[src/rtl/mem_access_arbiter_if.sv]
`default_nettype none
// ============================================================================
// Module   : mem_access_arbiter_if
// Purpose  : Bundles the two requester handshakes and the memory macro pins
//            shared between mem_access_arbiter and its surroundings.
// Revision : 1.0 - initial release
// ============================================================================
interface mem_access_arbiter_if;
  // Requester A
  logic       i_a_valid;
  logic       o_a_ready;
  logic       i_a_we;
  logic [2:0] i_a_adr;
  logic [7:0] i_a_wdata;
  logic       o_a_rsp_valid;
  logic [7:0] o_a_rdata;
  // Requester B
  logic       i_b_valid;
  logic       o_b_ready;
  logic       i_b_we;
  logic [2:0] i_b_adr;
  logic [7:0] i_b_wdata;
  logic       o_b_rsp_valid;
  logic [7:0] o_b_rdata;
  // Memory macro pins
  logic       o_mem_select;
  logic       o_mem_op;
  logic [2:0] o_mem_adr;
  logic [7:0] o_mem_din;
  logic [7:0] i_mem_dout;
  // Status
  logic       o_busy;

  // Arbiter side
  modport slave (
    input  i_a_valid, i_a_we, i_a_adr, i_a_wdata,
    output o_a_ready, o_a_rsp_valid, o_a_rdata,
    input  i_b_valid, i_b_we, i_b_adr, i_b_wdata,
    output o_b_ready, o_b_rsp_valid, o_b_rdata,
    output o_mem_select, o_mem_op, o_mem_adr, o_mem_din,
    input  i_mem_dout,
    output o_busy
  );

  // Requester / memory side
  modport master (
    output i_a_valid, i_a_we, i_a_adr, i_a_wdata,
    input  o_a_ready, o_a_rsp_valid, o_a_rdata,
    output i_b_valid, i_b_we, i_b_adr, i_b_wdata,
    input  o_b_ready, o_b_rsp_valid, o_b_rdata,
    input  o_mem_select, o_mem_op, o_mem_adr, o_mem_din,
    output i_mem_dout,
    input  o_busy
  );
endinterface
`default_nettype wire

[src/rtl/mem_access_arbiter.sv]
`default_nettype none
// ============================================================================
// Module   : mem_access_arbiter
// Purpose  : Round-robin arbiter sharing an 8x8 memory macro between two
//            valid/ready requesters, one access at a time, with a one-cycle
//            response pulse (write ack or read data).
// Revision : 1.0 - initial release
// ============================================================================
module mem_access_arbiter #(
  parameter int RD_LATENCY = 1  // 1..4 cycles from read strobe to valid dout
) (
  input  logic                 i_clk,
  input  logic                 i_rst_n,
  mem_access_arbiter_if.slave  bus
);

  typedef enum logic [1:0] {
    S_IDLE  = 2'd0,
    S_ISSUE = 2'd1,
    S_WAIT  = 2'd2,
    S_RESP  = 2'd3
  } state_t;

  localparam logic [2:0] C_LAT_INIT = 3'(RD_LATENCY);

  state_t     state_q, state_d;
  logic       rr_q, rr_d;        // 0 = A has priority on a tie, 1 = B
  logic       owner_q, owner_d;  // 0 = A, 1 = B
  logic       we_q, we_d;
  logic [2:0] adr_q, adr_d;
  logic [7:0] wdata_q, wdata_d;
  logic [2:0] cnt_q, cnt_d;
  logic [7:0] a_rdata_q, a_rdata_d;
  logic [7:0] b_rdata_q, b_rdata_d;
  logic       w_grant_a, w_grant_b;

  // State and datapath registers; reset aborts any access in flight
  always_ff @(posedge i_clk or negedge i_rst_n) begin
    if (!i_rst_n) begin
      state_q   <= S_IDLE;
      rr_q      <= 1'b0;
      owner_q   <= 1'b0;
      we_q      <= 1'b0;
      adr_q     <= 3'd0;
      wdata_q   <= 8'd0;
      cnt_q     <= 3'd0;
      a_rdata_q <= 8'd0;
      b_rdata_q <= 8'd0;
    end else begin
      state_q   <= state_d;
      rr_q      <= rr_d;
      owner_q   <= owner_d;
      we_q      <= we_d;
      adr_q     <= adr_d;
      wdata_q   <= wdata_d;
      cnt_q     <= cnt_d;
      a_rdata_q <= a_rdata_d;
      b_rdata_q <= b_rdata_d;
    end
  end

  // Arbitration, next-state and datapath update
  always_comb begin
    state_d   = state_q;
    rr_d      = rr_q;
    owner_d   = owner_q;
    we_d      = we_q;
    adr_d     = adr_q;
    wdata_d   = wdata_q;
    cnt_d     = cnt_q;
    a_rdata_d = a_rdata_q;
    b_rdata_d = b_rdata_q;
    w_grant_a = 1'b0;
    w_grant_b = 1'b0;

    case (state_q)
      S_IDLE: begin
        // A wins when alone or when the pointer favours it on a tie
        if (bus.i_a_valid && (!bus.i_b_valid || !rr_q)) begin
          w_grant_a = 1'b1;
        end else if (bus.i_b_valid) begin
          w_grant_b = 1'b1;
        end
        if (w_grant_a || w_grant_b) begin
          owner_d = w_grant_b;
          we_d    = w_grant_b ? bus.i_b_we    : bus.i_a_we;
          adr_d   = w_grant_b ? bus.i_b_adr   : bus.i_a_adr;
          wdata_d = w_grant_b ? bus.i_b_wdata : bus.i_a_wdata;
          rr_d    = w_grant_a;  // next tie goes to the other requester
          state_d = S_ISSUE;
        end
      end
      S_ISSUE: begin
        if (we_q) begin
          state_d = S_RESP;
        end else begin
          cnt_d   = C_LAT_INIT;
          state_d = S_WAIT;
        end
      end
      S_WAIT: begin
        if (cnt_q == 3'd1) begin
          if (owner_q) b_rdata_d = bus.i_mem_dout;
          else         a_rdata_d = bus.i_mem_dout;
          state_d = S_RESP;
        end else begin
          cnt_d = cnt_q - 3'd1;
        end
      end
      S_RESP: begin
        state_d = S_IDLE;
      end
      default: begin
        state_d = S_IDLE;
      end
    endcase
  end

  // Handshake, response and memory pin outputs
  assign bus.o_a_ready     = w_grant_a;
  assign bus.o_b_ready     = w_grant_b;
  assign bus.o_a_rsp_valid = (state_q == S_RESP) && !owner_q;
  assign bus.o_b_rsp_valid = (state_q == S_RESP) &&  owner_q;
  assign bus.o_a_rdata     = a_rdata_q;
  assign bus.o_b_rdata     = b_rdata_q;
  assign bus.o_mem_select  = (state_q == S_ISSUE);
  assign bus.o_mem_op      = (state_q == S_ISSUE) && we_q;
  // Address and data come straight from the latched request so they hold
  // their last value when the macro is deselected
  assign bus.o_mem_adr     = adr_q;
  assign bus.o_mem_din     = wdata_q;
  assign bus.o_busy        = (state_q != S_IDLE);

endmodule
`default_nettype wire
[src/flat_wrapper.sv]
// flat-port wrapper written by rule: the top's interface ports become plain ports
module mem_access_arbiter_flat 
#(
  parameter int RD_LATENCY = 1                                               
)
  (i_clk, i_rst_n, bus_i_a_valid, bus_i_a_we, bus_i_a_adr, bus_i_a_wdata, bus_o_a_ready, bus_o_a_rsp_valid, bus_o_a_rdata, bus_i_b_valid, bus_i_b_we, bus_i_b_adr, bus_i_b_wdata, bus_o_b_ready, bus_o_b_rsp_valid, bus_o_b_rdata, bus_o_mem_select, bus_o_mem_op, bus_o_mem_adr, bus_o_mem_din, bus_i_mem_dout, bus_o_busy);
  mem_access_arbiter_if bus_i ();
  input  logic i_clk;
  input  logic i_rst_n;
  input wire logic [$bits(bus_i.i_a_valid)-1:0] bus_i_a_valid;
  input wire logic [$bits(bus_i.i_a_we)-1:0] bus_i_a_we;
  input wire logic [$bits(bus_i.i_a_adr)-1:0] bus_i_a_adr;
  input wire logic [$bits(bus_i.i_a_wdata)-1:0] bus_i_a_wdata;
  output wire logic [$bits(bus_i.o_a_ready)-1:0] bus_o_a_ready;
  output wire logic [$bits(bus_i.o_a_rsp_valid)-1:0] bus_o_a_rsp_valid;
  output wire logic [$bits(bus_i.o_a_rdata)-1:0] bus_o_a_rdata;
  input wire logic [$bits(bus_i.i_b_valid)-1:0] bus_i_b_valid;
  input wire logic [$bits(bus_i.i_b_we)-1:0] bus_i_b_we;
  input wire logic [$bits(bus_i.i_b_adr)-1:0] bus_i_b_adr;
  input wire logic [$bits(bus_i.i_b_wdata)-1:0] bus_i_b_wdata;
  output wire logic [$bits(bus_i.o_b_ready)-1:0] bus_o_b_ready;
  output wire logic [$bits(bus_i.o_b_rsp_valid)-1:0] bus_o_b_rsp_valid;
  output wire logic [$bits(bus_i.o_b_rdata)-1:0] bus_o_b_rdata;
  output wire logic [$bits(bus_i.o_mem_select)-1:0] bus_o_mem_select;
  output wire logic [$bits(bus_i.o_mem_op)-1:0] bus_o_mem_op;
  output wire logic [$bits(bus_i.o_mem_adr)-1:0] bus_o_mem_adr;
  output wire logic [$bits(bus_i.o_mem_din)-1:0] bus_o_mem_din;
  input wire logic [$bits(bus_i.i_mem_dout)-1:0] bus_i_mem_dout;
  output wire logic [$bits(bus_i.o_busy)-1:0] bus_o_busy;
  assign bus_i.i_a_valid = bus_i_a_valid;
  assign bus_i.i_a_we = bus_i_a_we;
  assign bus_i.i_a_adr = bus_i_a_adr;
  assign bus_i.i_a_wdata = bus_i_a_wdata;
  assign bus_o_a_ready = bus_i.o_a_ready;
  assign bus_o_a_rsp_valid = bus_i.o_a_rsp_valid;
  assign bus_o_a_rdata = bus_i.o_a_rdata;
  assign bus_i.i_b_valid = bus_i_b_valid;
  assign bus_i.i_b_we = bus_i_b_we;
  assign bus_i.i_b_adr = bus_i_b_adr;
  assign bus_i.i_b_wdata = bus_i_b_wdata;
  assign bus_o_b_ready = bus_i.o_b_ready;
  assign bus_o_b_rsp_valid = bus_i.o_b_rsp_valid;
  assign bus_o_b_rdata = bus_i.o_b_rdata;
  assign bus_o_mem_select = bus_i.o_mem_select;
  assign bus_o_mem_op = bus_i.o_mem_op;
  assign bus_o_mem_adr = bus_i.o_mem_adr;
  assign bus_o_mem_din = bus_i.o_mem_din;
  assign bus_i.i_mem_dout = bus_i_mem_dout;
  assign bus_o_busy = bus_i.o_busy;
  mem_access_arbiter #(.RD_LATENCY(RD_LATENCY)) u_core (.i_clk(i_clk), .i_rst_n(i_rst_n), .bus(bus_i));
endmodule
[config.mk]
export PLATFORM = sky130hd
export DESIGN_NAME = mem_access_arbiter_flat
export DESIGN_NICKNAME = d
export VERILOG_FILES = /design/src/rtl/mem_access_arbiter_if.sv /design/src/rtl/mem_access_arbiter.sv /design/src/flat_wrapper.sv
export SDC_FILE = /design/constraint.sdc
export NUM_CORES = 1
export LEC_CHECK = 0
export ABC_CLOCK_PERIOD_IN_PS = 2500
export BUFFER_PORTS_ARGS = -buffer_cell sky130_fd_sc_hd__buf_2
export CAP_MARGIN = 0
export CORE_MARGIN = 2
export CORE_UTILIZATION = 48
export DETAILED_ROUTE_END_ITERATION = 16
export PLACE_DENSITY = 0.79
export SLEW_MARGIN = 20
export SYNTH_ARGS = -nofsm -noshare
export SYNTH_HDL_FRONTEND = slang
export SYNTH_SLANG_ARGS = --single-unit
[constraint.sdc]
create_clock -name i_clk -period 2.5 [get_ports i_clk]
set_clock_uncertainty 0.15 [all_clocks]
set_input_delay 0.5 -clock i_clk [delete_from_list [all_inputs] [get_ports i_clk]]
set_output_delay 0.5 -clock i_clk [all_outputs]
set_load 0.05 [all_outputs]
== Word-level counts from Yosys, hierarchy flattened ==
Index checks and enable logic that the tools add are counted.
Storage, ports and cells
  memories kept: 0
  input port bits: 36
  RAM bits: 0
  bits in registers: 35
  latch bits: 0
  ROM bits: 0
  word-level logic and storage cells: 53
  output and inout port bits: 34
Cells by class
  mux-type cells: 17
  multiply operators: 0
  add/subtract/negate cells: 1
  reductions and logical operators: 17
  bitwise gates (word level): 1
  div/mod/pow operators: 0
  equality and inequality tests: 8
  shift-type cells: 0
  $lt $le $gt $ge: 0
Operator list (number)
  1-bit 2-to-1 mux: 9
  3-bit 2-to-1 mux: 3
  3-bit AND reduction: 3
  8-bit 2-to-1 mux: 1
  2-bit one-hot mux with 4 select lines: 1
  3-bit one-hot mux with 2 select lines: 1
  2-bit == test (second input constant): 2
  1-bit logical AND: 4
  2-bit 2-to-1 mux: 2
  2-bit by 1-bit != test with 1-bit output (second input constant): 2
  2-bit != test (second input constant): 2
  2-bit AND reduction: 2
  2-bit nonzero test: 2
  3-bit by 1-bit == test with 1-bit output (second input constant): 1
  1-bit logical NOT: 3
  3-bit by 1-bit subtractor with 3-bit output (second input constant): 1
  2-bit by 1-bit == test with 1-bit output (second input constant): 1
  2-bit logical NOT: 1
  1-bit logical OR: 2
  1-bit inverter: 1

== Logic depth before layout (Yosys ltp) ==
  word-level depth: 8
  depth in mapped cells: 6
  gate-level depth less buffers: 5

== Worst setup path before layout ==
No wires, ideal clock.
  path kind: reg2out
  from: register u_core.state_q[0]
  to: output bus_o_b_ready
  data arrival time: 2.203 ns
  path slack: -0.353 ns
  buffers on the path: 0
  stages on the path, launching flop included: 5
  required time: 1.850 ns
  cell sequence: dfrtp_1 inv_1 ha_1 inv_1 nor3_1
On the way
  cells in the longest elaborated chain, start to end: 2
RTL lines
  from (decl): line mem_access_arbiter.sv:26  | state_t state_q, state_d;
  from (signal assigned): line mem_access_arbiter.sv:50  | state_q <= state_d;
  2-bit logical NOT: line mem_access_arbiter.sv:76  | case (state_q)
  1-bit 2-to-1 mux: line mem_access_arbiter.sv:76
  to (decl): line flat_wrapper.sv:21  | output wire logic [$bits(bus_i.o_b_ready)-1:0] bus_o_b_ready;
Every way passes these cells.

== Worst setup path after layout ==
Ends and elaborated chain as after synthesis.

==> summary.txt <==
Status - complete, no violations
Number of antenna violations at the first check in global routing - 0
Warnings from Yosys - 0
Pleak - 0.00105 uW
Slew Limit Fails - 0
Wire length of the first global-routing pass - 6170 um
Number of design-rule violations left by the first detailed-router iteration - 64
Die X-Extent - 64.4 um
Drt total wl - 3600 um
Leading register cell type out of synthesis - sky130_fd_sc_hd__dfrtp_1
Endpoint type of the worst setup path - output pin
Kind of start point of the critical path - flip-flop
Cells traversed along the worst timing path - inv_1, ha_2, inv_1, nor3_2, buf_2
Signed area change from the synthesized netlist to the final layout - 24.1%
Finished Layout Cells - 271
Vias in the first global route - 1387
Register area share after synthesis - 0.500
Post-synthesis instance area - 1750 um^2
Fraction of final layout cells sized beyond drive strength 1 - 0.458
Maximum Capacitance Violations - 0
Tot GR Track Use - 0.191
Final estimated routing congestion in global placement - 0.760
Data required time of the worst path - 1.85 ns
Cell with the biggest individual delay on the critical path - sky130_fd_sc_hd__dfrtp_1
Routed wire length per instance - 13.3 um
Cell mode on critical path - sky130_fd_sc_hd__inv_1
Ys async rst share - 1.00
Number of detailed-route iterations in the first pass - 4
Vias after detailed routing - 1410
Final Net Count - 267
Core region area - 3420 um^2
Area enclosed by the die boundary - 4150 um^2
# port buffers - 69
Overflow after GRT - 0
Placed Instances - 263
Number of rows in the core area - 21
Clock insertion delay at the later pin of the skew report - 0.32 ns
Chip height - 64.4 um
Worst-path fanout max - 7
Buffer levels on the longest clock path - 2
Inserted Clock Buffers - 5
Cell area power density - 1550 nW/um^2
Tightest Pin Transition - 0.756 ns
Number of antenna-violating nets in the routed design - 0
Post-Route Utilization - 0.637
Critical Setup Path Class - flip-flop to output pin
TritonCTS clock tree - done
Hold/Removal Path Class - primary input to asynchronous set/reset pin
DR DRC count - 0
Worst reg2reg path startpoint - u_core.cnt_q[1]
Max-slew headroom - 0.496
Vias per inst - 5.20
Share of the cycle needed by the critical path after routing - 0.942
Data arrival time of the critical path - 1.70 ns
Diodes inserted - 0
Number of enable-type register cells in the synthesized netlist - 0
Peak supply drop - 775 uV
Highest Clock Rate - 425 MHz
Distinct cell type count of the synthesized netlist - 36
Top-level port count - 70
Sinks on Clock Net - 35
Count of state elements after synthesis - 35
Post-DP HPWL - 2710 um
Mapped Avg Cell Area - 11.3 um^2
Number of endpoints failing setup at the final stage - 0
Synthesized instance count - 155
Fin. Hold Viols - 0
Clock period minus final worst setup slack - 2.35 ns
Total nets after synthesis - 198
Clock Root Buffer - sky130_fd_sc_hd__clkbuf_4
Post-CTS setup buffers - 0
Depth of the CTS H-tree - 2
Clock edge transition at the registers on the reported setup and hold paths - 0.11 ns
Critical Path Source - u_core.state_q[0]
Initial Util - 0.513
Maximum number of pins on one net before global-route repair - 36
Largest stage delay on the critical path - 0.45 ns
power breakdown:
| group | leakage [uW] | switching, uW | internal [uW] |
|---|---|---|---|
| registers | 0.000404 | 167 | 835 |
| logic | 0.000621 | 1450 | 634 |
| clock network | 0.0000282 | 179 | 108 |
| total | 0.00105 | 1800 | 1580 |
critical path, delay by kind of cell, from the launching register on:
family	cells	cell delay, ns
buf+inv	3	0.50
flops	1	0.45
fa+ha+maj	1	0.25
simple gates	1	0.18
per-stage QoR:
| step | area (um^2) | hold slack, ns | total power [uW] | TNS [ns] | setup WS (ns) |
|---|---|---|---|---|---|
| after detailed placement | 2120 | 0.340 | 3100 | 0 | 0.334 |
| after global placement | 2120 | 0.335 | 3070 | 0 | 0.363 |
| after CTS | 2170 | 0.100 | 3400 | 0 | 0.0804 |
| after global routing | 2180 | 0.124 | 3600 | -0.00208 | -0.00208 |
| final | 2180 | 0.0831 | 3380 | 0 | 0.146 |
| after floorplan | 1760 | 0.0544 | 2670 | 0 | 0.0890 |
cell usage in the layout (no fill, tap or decap), types with 2 or more instances in the layout:
master / n
sky130_fd_sc_hd__mux2_2: 9
sky130_fd_sc_hd__dfrtp_1: 35
sky130_fd_sc_hd__clkbuf_4: 5
sky130_fd_sc_hd__a21oi_1: 4
sky130_fd_sc_hd__nor2_1: 13
sky130_fd_sc_hd__a31oi_1: 13
sky130_fd_sc_hd__o21ai_0: 13
sky130_fd_sc_hd__nand3_1: 12
sky130_fd_sc_hd__nand2_1: 2
sky130_fd_sc_hd__ha_1: 6
sky130_fd_sc_hd__buf_2: 68
sky130_fd_sc_hd__buf_4: 2
sky130_fd_sc_hd__and2_1: 2
sky130_fd_sc_hd__mux2_4: 8
sky130_fd_sc_hd__inv_1: 8
metal layers:
metal  up-vias  wire [um]  track usage
met5         -          0            0
met4         0         12       0.0559
met3         2        271       0.0451
met2        60       1720        0.315
met1       655       1600        0.252
li1        693          -            -
cell type report:
| class | instances | area, um^2 |
|---|---|---|
| sequential | 35 | 876 |
| multi-input combinational | 104 | 803 |
| clock inverter | 2 | 12.5 |
| inverter | 8 | 30.0 |
| tap | 46 | 57.6 |
| fill | 294 | 1240 |
| timing repair buffer | 70 | 355 |
| clock buffer | 6 | 41.3 |
path summary, 6_finish.rpt:
kind	to	slack, ns	depth (start not counted)
setup / recovery	bus_o_b_ready	0.15	5
hold / removal	u_core.bus.o_mem_adr[1]	0.08	1
setup reg to reg	u_core.bus.o_a_rdata[2]	0.72	5
hold reg to reg	u_core.bus.o_b_rdata[2]	0.36	1
max in group asynchronous	u_core.bus.o_mem_adr[2]	1.64	1
min in group i_clk	u_core.bus.o_a_rdata[6]	0.27	2
logic make-up (layout without fill, tap and decap cells):
family,after synthesis,after routing,share of synthesized area
adders and majority gates,7,7,0.0500
and+or+nand+nor,40,40,0.134
AOI/OAI and AO/OA,39,39,0.138
buffers and inverters,16,86,0.0464
DFF,35,35,0.500
muxes,18,18,0.132
synthesized netlist by cell type, drive strengths merged (2+ instances only):
| cell | count | area, um^2 |
|---|---|---|
| nor2 | 13 | 48.8 |
| a31oi | 13 | 81.3 |
| and2 | 2 | 12.5 |
| ha | 7 | 87.6 |
| buf | 5 | 40.0 |
| mux2 | 17 | 221 |
| inv | 8 | 30.0 |
| dfrtp | 35 | 876 |
| nand2 | 2 | 7.51 |
| nand3 | 13 | 77.6 |
| clkbuf | 3 | 11.3 |
| a21oi | 4 | 20.0 |
| nor2b | 2 | 20.0 |
| o21ai | 13 | 65.1 |
registers in the layout, summed over array words and instances (netlist names):
| name | count |
|---|---|
| u_core.state_q | 2 |
| u_core.we_q | 1 |
| u_core.bus.o_mem_adr | 3 |
| u_core.bus.o_a_rdata | 8 |
| u_core.rr_q | 1 |
| u_core.bus.o_mem_din | 8 |
| u_core.cnt_q | 3 |
| u_core.owner_q | 1 |
| u_core.bus.o_b_rdata | 8 |
repair_timing:
item | CTS | global route
setup endpoints to repair | 0 | 2
hold buffers | 0 | 0
resized for setup | 0 | 3
(Power assumes the default switching activity.)
